File: src/rtl/datapath_core.sv
// Execution datapath: 8-entry register file, operand muxes, function unit and status flags,
// driven by one 16-bit control word per clock.
module datapath_core #(
    parameter int unsigned DATA_W = 8
) (
    input  logic              clk,
    input  logic              reset,
    input  logic [15:0]       control_word,
    input  logic              cw_valid,
    input  logic [DATA_W-1:0] Data_in,
    input  logic [DATA_W-1:0] constant_in,
    output logic [DATA_W-1:0] Data_out,
    output logic [DATA_W-1:0] Address_out,
    output logic              C,
    output logic              V,
    output logic              N,
    output logic              Z
);

    localparam int unsigned NumRegs = 8;

    typedef enum logic [3:0] {
        FnMovA  = 4'b0000,
        FnInc   = 4'b0001,
        FnAdd   = 4'b0010,
        FnAddC  = 4'b0011,
        FnAddNb = 4'b0100,
        FnSub   = 4'b0101,
        FnDec   = 4'b0110,
        FnMovA2 = 4'b0111,
        FnAnd   = 4'b1000,
        FnOr    = 4'b1001,
        FnXor   = 4'b1010,
        FnNot   = 4'b1011,
        FnMovB  = 4'b1100,
        FnShr   = 4'b1101,
        FnShl   = 4'b1110,
        FnRsvd  = 4'b1111
    } fn_e;

    // Control word fields
    logic [2:0] da;
    logic [2:0] aa;
    logic [2:0] ba;
    logic       mb;
    fn_e        fs;
    logic       md;
    logic       rw;

    assign da = control_word[15:13];
    assign aa = control_word[12:10];
    assign ba = control_word[9:7];
    assign mb = control_word[6];
    assign fs = fn_e'(control_word[5:2]);
    assign md = control_word[1];
    assign rw = control_word[0];

    logic [DATA_W-1:0] regs_q [NumRegs];

    logic [DATA_W-1:0] bus_a;
    logic [DATA_W-1:0] bus_b;
    logic [DATA_W-1:0] bus_d;

    assign bus_a       = regs_q[aa];
    assign bus_b       = mb ? constant_in : regs_q[ba];
    assign Address_out = bus_a;
    assign Data_out    = bus_b;

    // Shared adder: every arithmetic code is A + add_b + add_cin in DATA_W+1 bits
    logic [DATA_W-1:0] add_b;
    logic              add_cin;
    logic [DATA_W:0]   add_sum;
    logic              is_arith;

    always_comb begin
        add_b    = '0;
        add_cin  = 1'b0;
        is_arith = 1'b1;
        unique case (fs)
            FnInc:   add_cin = 1'b1;
            FnAdd:   add_b   = bus_b;
            FnAddC: begin
                add_b   = bus_b;
                add_cin = 1'b1;
            end
            FnAddNb: add_b   = ~bus_b;
            FnSub: begin
                add_b   = ~bus_b;
                add_cin = 1'b1;
            end
            FnDec:   add_b   = '1;
            default: is_arith = 1'b0;
        endcase
    end

    assign add_sum = {1'b0, bus_a} + {1'b0, add_b} + {{DATA_W{1'b0}}, add_cin};

    // Increment adds 1 as a positive operand, so its overflow sign reference is 0
    logic op_b_sign;
    assign op_b_sign = (fs == FnInc) ? 1'b0 : add_b[DATA_W-1];

    logic [DATA_W-1:0] fn_f;
    logic              fn_c;
    logic              fn_v;
    logic              fn_n;
    logic              fn_z;

    always_comb begin
        fn_f = '0;
        fn_c = 1'b0;
        fn_v = 1'b0;
        unique case (fs)
            FnMovA, FnMovA2: fn_f = bus_a;
            FnInc, FnAdd, FnAddC, FnAddNb, FnSub, FnDec: begin
                fn_f = add_sum[DATA_W-1:0];
                fn_c = add_sum[DATA_W];
                fn_v = (bus_a[DATA_W-1] == op_b_sign) &&
                       (add_sum[DATA_W-1] != bus_a[DATA_W-1]);
            end
            FnAnd:   fn_f = bus_a & bus_b;
            FnOr:    fn_f = bus_a | bus_b;
            FnXor:   fn_f = bus_a ^ bus_b;
            FnNot:   fn_f = ~bus_a;
            FnMovB:  fn_f = bus_b;
            FnShr: begin
                fn_f = {1'b0, bus_b[DATA_W-1:1]};
                fn_c = bus_b[0];
            end
            FnShl: begin
                fn_f = {bus_b[DATA_W-2:0], 1'b0};
                fn_c = bus_b[DATA_W-1];
            end
            FnRsvd:  fn_f = '0;
            default: fn_f = '0;
        endcase
    end

    // Reserved code forces Z low even though the result is zero
    assign fn_n = fn_f[DATA_W-1];
    assign fn_z = (fs == FnRsvd) ? 1'b0 : (fn_f == '0);

    assign bus_d = md ? Data_in : fn_f;

    logic reg_we;
    logic flag_we;

    assign reg_we  = cw_valid && rw;
    assign flag_we = cw_valid && !md;

    always_ff @(posedge clk or posedge reset) begin
        if (reset) begin
            for (int i = 0; i < NumRegs; i++) begin
                regs_q[i] <= '0;
            end
        end else if (reg_we) begin
            regs_q[da] <= bus_d;
        end
    end

    logic c_q, v_q, n_q, z_q;

    always_ff @(posedge clk or posedge reset) begin
        if (reset) begin
            c_q <= 1'b0;
            v_q <= 1'b0;
            n_q <= 1'b0;
            z_q <= 1'b0;
        end else if (flag_we) begin
            c_q <= fn_c;
            v_q <= fn_v;
            n_q <= fn_n;
            z_q <= fn_z;
        end
    end

    assign C = c_q;
    assign V = v_q;
    assign N = n_q;
    assign Z = z_q;

    // is_arith documents the adder's users; kept observable for debug
    logic unused_is_arith;
    assign unused_is_arith = is_arith;

endmodule
File: config.mk
export PLATFORM = sky130hd
export DESIGN_NAME = datapath_core
export DESIGN_NICKNAME = d
export VERILOG_FILES = /design/src/rtl/datapath_core.sv
export SDC_FILE = /design/constraint.sdc
export NUM_CORES = 1
export LEC_CHECK = 0
export BUFFER_PORTS_ARGS = -buffer_cell sky130_fd_sc_hd__buf_2
export CAP_MARGIN = 10
export CELL_PAD_IN_SITES_DETAIL_PLACEMENT = 1
export CELL_PAD_IN_SITES_GLOBAL_PLACEMENT = 1
export CORE_ASPECT_RATIO = 0.7
export CORE_MARGIN = 4
export CORE_UTILIZATION = 44
export DETAILED_ROUTE_END_ITERATION = 10
export GPL_ROUTABILITY_DRIVEN = 0
export PLACE_DENSITY_LB_ADDON = 0.1
export REMOVE_ABC_BUFFERS = 1
export SLEW_MARGIN = 20
export SYNTH_ARGS = -nofsm -noshare
export SYNTH_HDL_FRONTEND = slang
export SYNTH_SLANG_ARGS = --single-unit
File: constraint.sdc
create_clock -name clk -period 5 [get_ports clk]
set_input_delay 1 -clock clk [delete_from_list [all_inputs] [get_ports clk]]
set_output_delay 1 -clock clk [all_outputs]
set_load 0.1 [all_outputs]
Word-level counts from Yosys, hierarchy flattened
Index checks and enable logic that the tools add are counted.
{ "classes": {"n_addsub": 2, "multipliers": 0, "n_div": 0, "order_cmp": 4, "eq_ne": 17, "shift": 0, "n_mux": 18, "bitwise_logic": 8, "n_reduce_logical": 12} }
{ "op_table": {"columns": ["operator", "n"], "rows": [
  ["case mux 8 bit (10 select lines)", 1],
  ["bitwise mux 64 bit", 1],
  ["2-to-1 mux 8 bit", 7],
  ["binary-select mux 8 bit (select 3 bit)", 2],
  ["== test 4 bit, second input constant", 8],
  ["demux 8 bit (select 3 bit)", 1],
  ["case mux 8 bit (3 select lines)", 1],
  ["== test 4 x 3 -> 1 bit, second input constant", 4],
  ["inverter 8 bit", 2],
  [">= comparator 4 bit, second input constant", 3],
  ["inverter 3 -> 4 bit", 3],
  ["adder 8 x 8 -> 9 bit", 1],
  ["adder 9 x 1 -> 9 bit", 1],
  ["bitwise AND 8 bit", 1],
  ["== test 4 x 2 -> 1 bit, second input constant", 2],
  ["zero test 8 bit", 1],
  ["bitwise OR 8 bit", 1],
  ["XOR 8 bit", 1],
  ["OR reduction 2 bit", 3],
  ["OR reduction 6 bit", 1],
  ["== test 4 x 1 -> 1 bit, second input constant", 1],
  ["logical AND 1 bit", 4],
  ["zero test 4 bit", 1],
  ["< comparator 4 x 1 -> 1 bit, second input constant", 1],
  ["other kinds (6)", 9]
]} }
{ "totals": {"ff_bits": 68, "latch_bits": 0, "ram_bits": 0, "rom_bits": 0, "inputBits": 35, "output_inout_bits": 20, "mem_count": 0} }

Logic depth before layout (Yosys ltp)
Gate-level depths: netlist (run 1).
{ "depth": {"depth_word": 12, "mapped_depth": 18} }

Worst setup path before layout (run 1)
No wires, ideal clock.
{ "synth_path": {"path_kind": "input to register", "start": "input port control_word[9]", "end": "register regs_q[53] (netlist bit)", "setup_time_ps": 68, "t_arrival_ps": 5473, "required_ps": 4932, "slack_ps": -542, "path_stages": 15, "n_path_buf": 2, "path_cell_list": "buf_2 -> buf_2 -> mux2i_1 -> a22oi_1 -> o211ai_1 -> o21ai_1 -> a211oi_1 -> ha_1 -> a21boi_0 -> o21ai_0 -> nor2b_1 -> or3_1 -> a31o_2 -> a31oi_1 -> mux2_2"} }
{ "synth_between": {"elab_chain_len": 12, "elab_cells_between_ends": 15, "cone_classes": "add/sub (2); mux (8); bitwise (5)"} }
{ "synth_lines": {"columns": ["element", "line", "text"], "rows": [
  ["start, declared", "8", "input logic [15:0] control_word,"],
  ["inverter 3 -> 4 bit (implied by the code) (*)", "65", "assign bus_b = mb ? constant_in : regs_q[ba];"],
  ["binary-select mux 8 bit (select 3 bit) (*)", "65", null],
  ["2-to-1 mux 8 bit (implied by the code) (*) (2 in series)", "65", null],
  ["2-to-1 mux 8 bit (*)", "65", null],
  ["net Data_out[3]", "12", "output logic [DATA_W-1:0] Data_out,"],
  ["inverter 8 bit", "86, 88", null],
  ["case mux 8 bit (3 select lines) (*)", "79", "unique case (fs)"],
  ["adder 8 x 8 -> 9 bit (*)", "96", "assign add_sum = {1'b0, bus_a} + {1'b0, add_b} + {{DATA_W{1'b0}}, add_cin};"],
  ["adder 9 x 1 -> 9 bit (*)", "96", null],
  ["case mux 8 bit (10 select lines) (*)", "112", "unique case (fs)"],
  ["2-to-1 mux 8 bit (*)", "142", "assign bus_d = md ? Data_in : fn_f;"],
  ["bitwise mux 64 bit (*)", "156", "regs_q[da] <= bus_d;"],
  ["end signal, assigned by index", "156", null],
  ["end, declared", "58", "logic [DATA_W-1:0] regs_q [NumRegs];"]
]} }
The timed path passes the listed nets; every way through them passes the cells marked *. The select of a mux whose other input is x is not followed.
A chain may end at the register's enable or synchronous reset.

Final worst setup path (run 1)
{ "layout_path": {"start": "input port control_word[8]", "end": "register regs_q[52] (netlist bit)"} }
{ "layout_between": {"elab_chain_len": 12, "elab_cells_between_ends": 15, "cone_classes": "add/sub (2); mux (8); bitwise (5)"} }
{ "layout_lines": {"columns": ["element", "line"], "rows": [
  ["inverter 3 -> 4 bit (implied by the code) (*)", "65"],
  ["binary-select mux 8 bit (select 3 bit) (*)", "65"],
  ["2-to-1 mux 8 bit (implied by the code) (*) (2 in series)", "65"],
  ["2-to-1 mux 8 bit (*)", "65"],
  ["inverter 8 bit", "86, 88"],
  ["case mux 8 bit (3 select lines)", "79"],
  ["adder 8 x 8 -> 9 bit", "96"],
  ["adder 9 x 1 -> 9 bit", "96"],
  ["case mux 8 bit (10 select lines) (*)", "112"],
  ["2-to-1 mux 8 bit (*)", "142"],
  ["bitwise mux 64 bit (*)", "156"]
]} }
Mark *: on every way between the ends. The rest lies on a longest branch, timed or not. The select of a mux whose other input is x is not followed.

==> results of run 1 <==
==> critical path, stage by stage <==
cell,delay (ps)
buf_2,160
mux4_1,560
mux2_2,300
mux2i_1,190
nor2_1,60
a21oi_1,150
nor2_1,80
fa_1,440
fa_1,470
a21o_1,210
a211oi_1,240
nor3_1,90
o41ai_2,500
o21ai_1,270
mux2_2,340
==> final timing paths <==
| kind | endpoint | slack [ps] |
|---|---|---|
| min in group asynchronous | regs_q[30] | 770 |
| max reg2reg | regs_q[52] | 610 |
| max in group asynchronous | regs_q[12] | 3300 |
| min reg2reg | V | 490 |
| min | V | 490 |
| max | regs_q[52] | 130 |
==> layout by cell type (no fill, tap or decap), types with 19 or more instances in the layout <==
cell	n
a21oi_1	20
mux4_2	19
buf_2	54
mux2_2	71
nor2_1	49
ha_1	23
inv_1	23
buf_4	44
nand2_1	36
dfrtp_1	68
mux2i_1	29
==> kinds of logic (layout without fill, tap and decap cells) <==
logic type | Yosys count | after routing
compound gates | 98 | 98
xor+xnor | 3 | 3
fa+ha+maj | 25 | 25
buf+inv | 52 | 138
flops | 68 | 68
mux | 124 | 124
simple gates | 147 | 147
==> report_power, final <==
part	internal [mW]	switching (mW)	total, mW
clock	0.345	0.233	0.578
sequential	0.720	0.133	0.853
combinational	0.537	0.836	1.37
total	1.60	1.20	2.80
==> routing by layer <==
metal / vias up / routed length [um] / global-route usage / share of wire
li1: 2087 / - / - / -
met1: 2413 / 8671 / 0.3754 / 0.48
met2: 135 / 8045 / 0.4079 / 0.44
met3: 35 / 979 / 0.06048 / 0.054
met4: 0 / 392 / 0.06992 / 0.022
met5: - / 0 / 0 / 0
==> sequential cells by signal (all words and copies together) (netlist names) <==
name and cells:
regs_q 64, C 1, N 1, V 1, Z 1
==> through the flow <==
step / cell area [um2] / setup TNS (ps)
final: 6281 / 0
after global routing: 6281 / 0
after CTS: 6260 / 0
after detailed placement: 5989 / -4987
after global placement: 5989 / -547.0
after floorplan: 5180 / -2170
==> final cells by class <==
| class | instances | area (um2) | area share |
|---|---|---|---|
| clock buffers | 11 | 242.7 | 0.03865 |
| clock inverters | 5 | 27.53 | 0.004382 |
| inverters | 24 | 90.09 | 0.01434 |
| multi-input cells | 397 | 3422 | 0.5448 |
| flip-flops and latches | 68 | 1702 | 0.2709 |
| well taps | 157 | 196.4 | 0.03127 |
| repair buffers | 98 | 600.6 | 0.09562 |
==> what timing repair did <==
action	in CTS	in global routing
setup endpoints to repair	0	25
endpoints found under the hold margin	0	0
buffers inserted	0	0
gates resized for setup	0	4
==> impl_metrics.ini, run 1 <==
[worst_setup_path]
crit_type = in -> reg
cp.required_ps = 5210
cp_max_fo = 8
critPathLaunchType = input pin
end_kind = flip-flop
r2r_cells = 14
r2r-start = regs_q[32]
worstSetupStartpoint = control_word[8]
cp.arrival_ps = 5080

[timing]
timing.final.ws_setup_ps = 131.4
maxSlewHeadroom = 0.2664
drv_slew = 0
setup_viol = 0
whs_ps = 492.3
timing.fmax_mhz = 205.4
rsz0062_at_grt = no
hold_viol = 0
tightest_slew_ps = 1096
finalCriticalPeriod_ps = 4869
fin_worst_skew_ps = 5.704
fin_crit_sh = 0.9737

[synthesis]
synth_top_cell_area_share = 0.3207
synth_flop_cell = dfrtp_1
synth.avg_cell_area_um2 = 10.26
synth_compound_area_frac = 0.1278
ys_types = 63
synthArstFlopShare = 1.000
seq_area_frac_synth = 0.3207
synth_top_family_by_area = multiplexers
ys_ff_latch = 68
yosysTopAreaCell = dfrtp_1
synth_edf_count = 0
synth-simple-area-share = 0.1339
synth.area.top_cells = dfrtp_1 (32%), mux2_2 (15%), mux4_2 (8.1%)
syn_inst = 517
yosysMostFrequentCell = mux2_2
synth_mux_area_frac = 0.3101
synthXorXnorAreaFrac = 0.004952
netlist_area_um2 = 5306
synthAdderAreaFrac = 0.06178
synth_commonest_cells = mux2_2 (71), dfrtp_1 (68), nor2_1 (49), nand2_1 (36), mux2i_1 (29)
yosysWarnings = 0

[run_status]
outcome = finished, final reports clean

[route]
drt_first_iter_violations = 304
first_pass_iters = 5
final_antenna_net_count = 0
wl_um = 18090
drcViolationCount = 0
wl_per_cell_um = 23.80
viasPerCell = 6.145
vias = 4670

[layout]
num_antenna_cells = 0
syn_to_final_growth_pct = 18.37
fin_util = 0.5338
fin_cells = 760
drive_gt1_frac = 0.3648
nets = 658
fill_cells = 1340

[pwr]
p_leak_nw = 2.891
ir_drop_v = 0.0003297
powerDensity_nw_per_um2 = 446.4
finalPower_mw = 2.804

[floorplanning]
placementRows = 33
die_w_um = 139.3
die_y_um = 99.88
io_pins = 55
die_area_um2 = 13910
initial_core_util = 0.4509
core_area_um2 = 11770

[worst_hold_path]
hold_class = reg -> reg
min_from = V
min_path_cells = 2

[job]
max_cap_violations = 0

[clocking]
cts.clk_slew.worst_paths_ps = 60
cts_num_sinks = 68
cts_max_level = 3
clock_path_buffers = 2
cts_buffers = 9
ctsHoldBuffers = 0
cts_tree = built
cts_root_buffer = clkbuf_16
clk_latency_ps = 340

[placement]
port_buffers = 54
dp_hpwl_um = 13640
dp_slack_ps = -268.6
dp_cells = 744

[global_route]
track_usage = 0.2632
grt_remaining_overflow = 0
grt_max_degree = 37
antenna_found_initial = 0
grt_first_pass_wirelength_um = 28120
grt_pass1_vias = 4917
Power figures use the tool's default switching activity.
==> run 2, diff against run 1 <==
PLACE_DENSITY = 0.8   (was unset)
PLACE_DENSITY_LB_ADDON = unset   (was 0.1)
==> run 2 against run 1 <==
  * Critical path depth up 3
  * Final area shrank 0.34%
  * Clock skew up 2.8 ps
  * Sequential cell count stayed put
  * First-iteration DRC count is 22% higher
  * Count of clock-buffer cells in the layout down 2
  * Non-clock buffer count is 3 lower
  * Power is 0.88% higher
  * Cell count shrank 0.39%
  * Via count rose by 1.7%
  * Critical endpoint is now Z
==> impl_metrics.ini, run 2 (same netlist as run 1, synthesis figures left out) <==
[run_status]
outcome = finished, final reports clean

[clocking]
cts_buffers = 9
cts_num_sinks = 68
cts_tree = built
clock_path_buffers = 2
cts.clk_slew.worst_paths_ps = 60
clk_latency_ps = 340
post_cts_buffers = 0
cts_root_buffer = clkbuf_16
cts_max_level = 3

[timing]
tightest_slew_ps = 1148
setup_viol = 0
finalCriticalPeriod_ps = 4939
drv_slew = 0
maxSlewHeadroom = 0.2317
fin_crit_sh = 0.9878
rsz0062_at_grt = yes
timing.fmax_mhz = 202.5
hold_viol = 0
fin_worst_skew_ps = 8.542

[route]
wl_um = 18630
final_antenna_net_count = 0
first_pass_iters = 4
drt_first_iter_violations = 372
drcViolationCount = 0
viasPerCell = 6.275
wl_per_cell_um = 24.61
vias = 4750

[global_route]
grt_remaining_overflow = 0
globalRoute.busiestLayer = met2
grt_max_degree = 55
track_usage = 0.2696
met2_usage = 0.4358
antenna_found_initial = 0
gr-usage-met1 = 0.3715
grt_pass1_vias = 5055
grt_first_pass_wirelength_um = 29150
use_met3 = 0.06524

[pwr]
ir_drop_v = 0.0002833
finalPower_mw = 2.829
p_leak_nw = 2.870
powerDensity_nw_per_um2 = 451.9

[worst_hold_path]
hold_class = reg -> reg

[placement]
dp_cells = 741
dp_hpwl_um = 14190
port_buffers = 54

[worst_setup_path]
cp_max_fo = 3
critPathLaunchType = input pin
crit_type = in -> reg
end_kind = flip-flop
cp.required_ps = 5250
cp.arrival_ps = 5190

[layout]
syn_to_final_growth_pct = 17.97
final_cell_mix = mux2_2 (71), dfrtp_1 (68), buf_2 (54)
fin_cells = 757
top_register = regs_q
drive_gt1_frac = 0.3617
nets = 655
layout_commonest_cell = mux2_2
largest_register_ffs = 64
num_antenna_cells = 0

[floorplanning]
placementRows = 33
die_w_um = 139.3
io_pins = 55
initial_core_util = 0.4509
die_area_um2 = 13910
die_y_um = 99.88
core_area_um2 = 11770

[job]
max_cap_violations = 0
[run 2: changes by cell type in the layout (fill, tap and decap cells not counted), sizes merged]
cell      before  now
buf           98   95
clkbuf        11    9
clkinvlp       1    2
inv           24   25
[run 2: area by class of cell]
class | instances | area [um2]
sequential | 68 | 1702
tap | 157 | 196.4
fill | 1326 | 5508
timing repair buffer | 95 | 578.1
clock inverter | 7 | 51.30
inverter | 24 | 90.09
multi-input combinational | 397 | 3417
clock buffer | 9 | 225.2
[run 2: worst paths after layout]
kind,start,endpoint,slack (ps),cells after the start
max,control_word[8],Z,60,18
min,V,V,490,2
max reg2reg,regs_q[32],Z,470,17
min reg2reg,V,V,490,2
max in group asynchronous,reset,regs_q[25],3370,3
min in group asynchronous,reset,regs_q[23],600,2
[run 2: layer usage]
| metal | share of wire | vias to the layer above | routed length [um] |
|---|---|---|---|
| li1 | - | 2087 | - |
| met1 | 0.44 | 2440 | 8240 |
| met2 | 0.46 | 192 | 8606 |
| met3 | 0.078 | 31 | 1449 |
| met4 | 0.018 | 0 | 335 |
| met5 | 0 | - | 0 |
[run 2: repair_timing]
item / CTS / global route
hold buffers: 0 / 0
gates resized for setup: 0 / 3
endpoints found under the setup margin: 0 / 25
[run 2: power by group]
group	switching [mW]	leakage (nW)	internal [mW]
logic	0.837	1.89	0.529
registers	0.152	0.850	0.720
clock network	0.254	0.132	0.337
total	1.24	2.87	1.59
[run 2: worst max-delay path, stage by stage]
cell	delay [ps]
buf_2	120
mux4_1	560
mux2_2	300
mux2i_1	200
nor2_1	70
a21oi_1	160
nor2_1	90
fa_1	450
fa_1	430
buf_4	160
a21o_1	170
a211oi_1	250
nor3_1	80
o41ai_1	360
buf_4	190
o211a_1	150
nand4_1	210
o31ai_2	240
[run 2: through the flow]
step                setup slack, ps  setup TNS, ps  instance area (um2)  hold WS [ps]    util
floorplan                    -140.5          -2170                 5180         458.0       -
global placement             -77.33         -242.2                 5967         465.6  0.5071
detailed placement           -174.3          -3807                 5967         475.3  0.5071
CTS                           119.1              0                 6243         490.8  0.5306
finish                        60.89              0                 6260         489.5  0.5320
global route                 -99.63         -766.3                 6260         522.6  0.5320
==> run 3, diff against run 2 <==
CORE_ASPECT_RATIO = unset   (was 0.7)
CORE_UTILIZATION = 43   (was 44)
MAX_ROUTING_LAYER = met4   (was unset)
PLACE_DENSITY = 0.82   (was 0.8)
clock period = 4.3 ns   (was 5 ns; I/O delays follow)
==> run 3 against run 2 <==
  * The flow now finishes with violations (setup timing)
  * Global-route usage is 0.37 points higher
  * Combinational power grew 31%
  * Critical path depth decreased by 2
  * Register-to-register slack worse by 320 ps
  * Sequential power increased by 16%
  * Count of clock-buffer cells in the layout up 2
  * Via count up 3.1%
  * Non-clock buffer count rose by 44
  * Worst hold slack improved by 2.0 ps
  * Sequential share of layout area fell by 2.0 points
  * Largest power group unchanged
==> impl_metrics.ini, run 3 (same netlist as run 1, synthesis figures left out) <==
[run_status]
outcome = finished with violations
violations = setup timing

[placement]
dp_slack_ps = -702.3
port_buffers = 54
dp_hpwl_um = 13640

[job]
max_cap_violations = 0

[global_route]
antenna_found_initial = 0
grt_pass1_vias = 5298
grt_remaining_overflow = 0
track_usage = 0.2733
grt_max_degree = 48
grt_first_pass_wirelength_um = 29510

[floorplanning]
initial_core_util = 0.4399
die_area_um2 = 14180
die_y_um = 119.1
die_w_um = 119.1
io_pins = 55
placementRows = 40
core_area_um2 = 12060

[clocking]
cts_buffers = 9
cts_num_sinks = 68
cts_tree = built
clk_latency_ps = 330
ctsHoldBuffers = 0
cts_max_level = 3
cts_root_buffer = clkbuf_16
cts.clk_slew.worst_paths_ps = 50
clock_path_buffers = 2

[worst_setup_path]
cp_top_family = multiplexers
cp.required_ps = 4510
crit_type = in -> reg
r2r_cells = 15
cp.depth = 16
slowest_stage = mux4_2
cp.arrival_ps = 4580
max_stage_delay_ps = 480
path_buf_inv = 1
critPathLaunchType = input pin
cp_max_fo = 8
end_kind = flip-flop
worstPathCellList = buf_8, mux4_2, mux2_4, mux2i_2, nor2_1, a21oi_1, nor2_2, fa_2, fa_2, a211oi_2, o21bai_1, a21oi_2, mux2i_1, nand4_1, mux2_4, mux2_2

[route]
wl_um = 18940
viasPerCell = 6.028
first_pass_iters = 5
drcViolationCount = 0
drt_first_iter_violations = 319
vias = 4895
final_antenna_net_count = 0
wl_per_cell_um = 23.32

[timing]
rsz0062_at_grt = yes
setup_viol = 20
maxSlewHeadroom = 0.2558
finalCriticalPeriod_ps = 4368
tightest_slew_ps = 1112
hold_viol = 0
timing.final.ws_setup_ps = -67.60
timing.fmax_mhz = 229.0
fin_crit_sh = 1.016
fin_worst_skew_ps = 6.611
drv_slew = 0

[layout]
num_antenna_cells = 0
multi_input_area_um2 = 3548
drive_gt1_frac = 0.4441
syn_to_final_growth_pct = 27.30
final_cell_mix = buf_4 (82), dfrtp_1 (68), mux2_2 (62)
register_area_um2 = 1702
top_register = regs_q
nets = 699
largest_register_ffs = 64
fill_cells = 1372
layout_commonest_cell = buf_4

[worst_hold_path]
min_path_cells = 2
hold_class = reg -> reg

[pwr]
ir_drop_v = 0.0004819
finalPower_mw = 3.483
powerDensity_nw_per_um2 = 515.6
p_leak_nw = 3.118
[run 3: changes by cell type in the layout (fill, tap and decap cells not counted), moves of 3 or more]
cell | previous run | this run
mux2_2 | 71 | 62
clkinv_2 | 2 | 5
a211oi_1 | 9 | 6
o21ai_2 | 0 | 3
mux2_4 | 0 | 9
a211oi_2 | 2 | 5
mux4_2 | 19 | 23
buf_4 | 41 | 82
mux4_1 | 4 | 0
[run 3: layout make-up]
type / instances / share of cell area
clock inverter: 5 / 0.004075
clock buffer: 11 / 0.03593
inverter: 24 / 0.01352
multi-input combinational: 397 / 0.5253
sequential: 68 / 0.2519
tap: 168 / 0.03112
timing repair buffer: 139 / 0.1382
[run 3: timing repair]
item / CTS / global route
pin swaps: 10 / 21
gates resized for setup: 27 / 24
setup buffers: 3 / 5
endpoints found under the setup margin: 57 / 58
[run 3: layer usage]
layer / up-vias / GRT usage / part of all wire
li1: 2169 / - / -
met4: 0 / 0.08834 / 0.024
met1: 2508 / 0.3296 / 0.41
met3: 35 / 0.04036 / 0.044
met5: - / - / 0
met2: 183 / 0.4716 / 0.52
[run 3: stage by stage]
step             util  hold slack (ps)  cell area [um2]  instances  TNS, ps
6_report       0.5601            491.5             6755        812   -730.5
5_1_grt        0.5601            523.1             6755        812    -6277
4_1_cts        0.5498            490.5             6631        807   -24.35
3_5_place_dp   0.5187            478.8             6256        788   -32480
3_3_place_gp   0.5187            468.6             6256        788   -22550
2_1_floorplan       -            458.0             5180        489   -24900
[run 3: worst paths after layout]
kind                                  from    endpoint  slack [ps]
setup / recovery           control_word[8]  regs_q[30]         -70
hold / removal                           C           C         490
setup reg to reg                 regs_q[8]  regs_q[30]         150
hold reg to reg                          C           C         490
max in group asynchronous            reset  regs_q[24]        2820
min in group asynchronous            reset  regs_q[39]         670
[run 3: worst reg2reg max path, cell delays in order (launching register included)]
cell	delay (ps)
dfrtp_1	400
mux4_2	470
mux2_4	300
mux2i_2	180
nor2_1	80
a21oi_1	150
nor2_2	80
fa_2	380
fa_2	390
a211oi_2	280
o21bai_1	130
a21oi_2	200
mux2i_1	220
nand4_1	150
mux2_4	340
mux2_2	280
[run 3: where the power goes]
group,internal [mW],switching [mW],leakage (nW)
sequential,0.837,0.173,0.850
clock,0.402,0.277,0.135
combinational,0.755,1.04,2.13
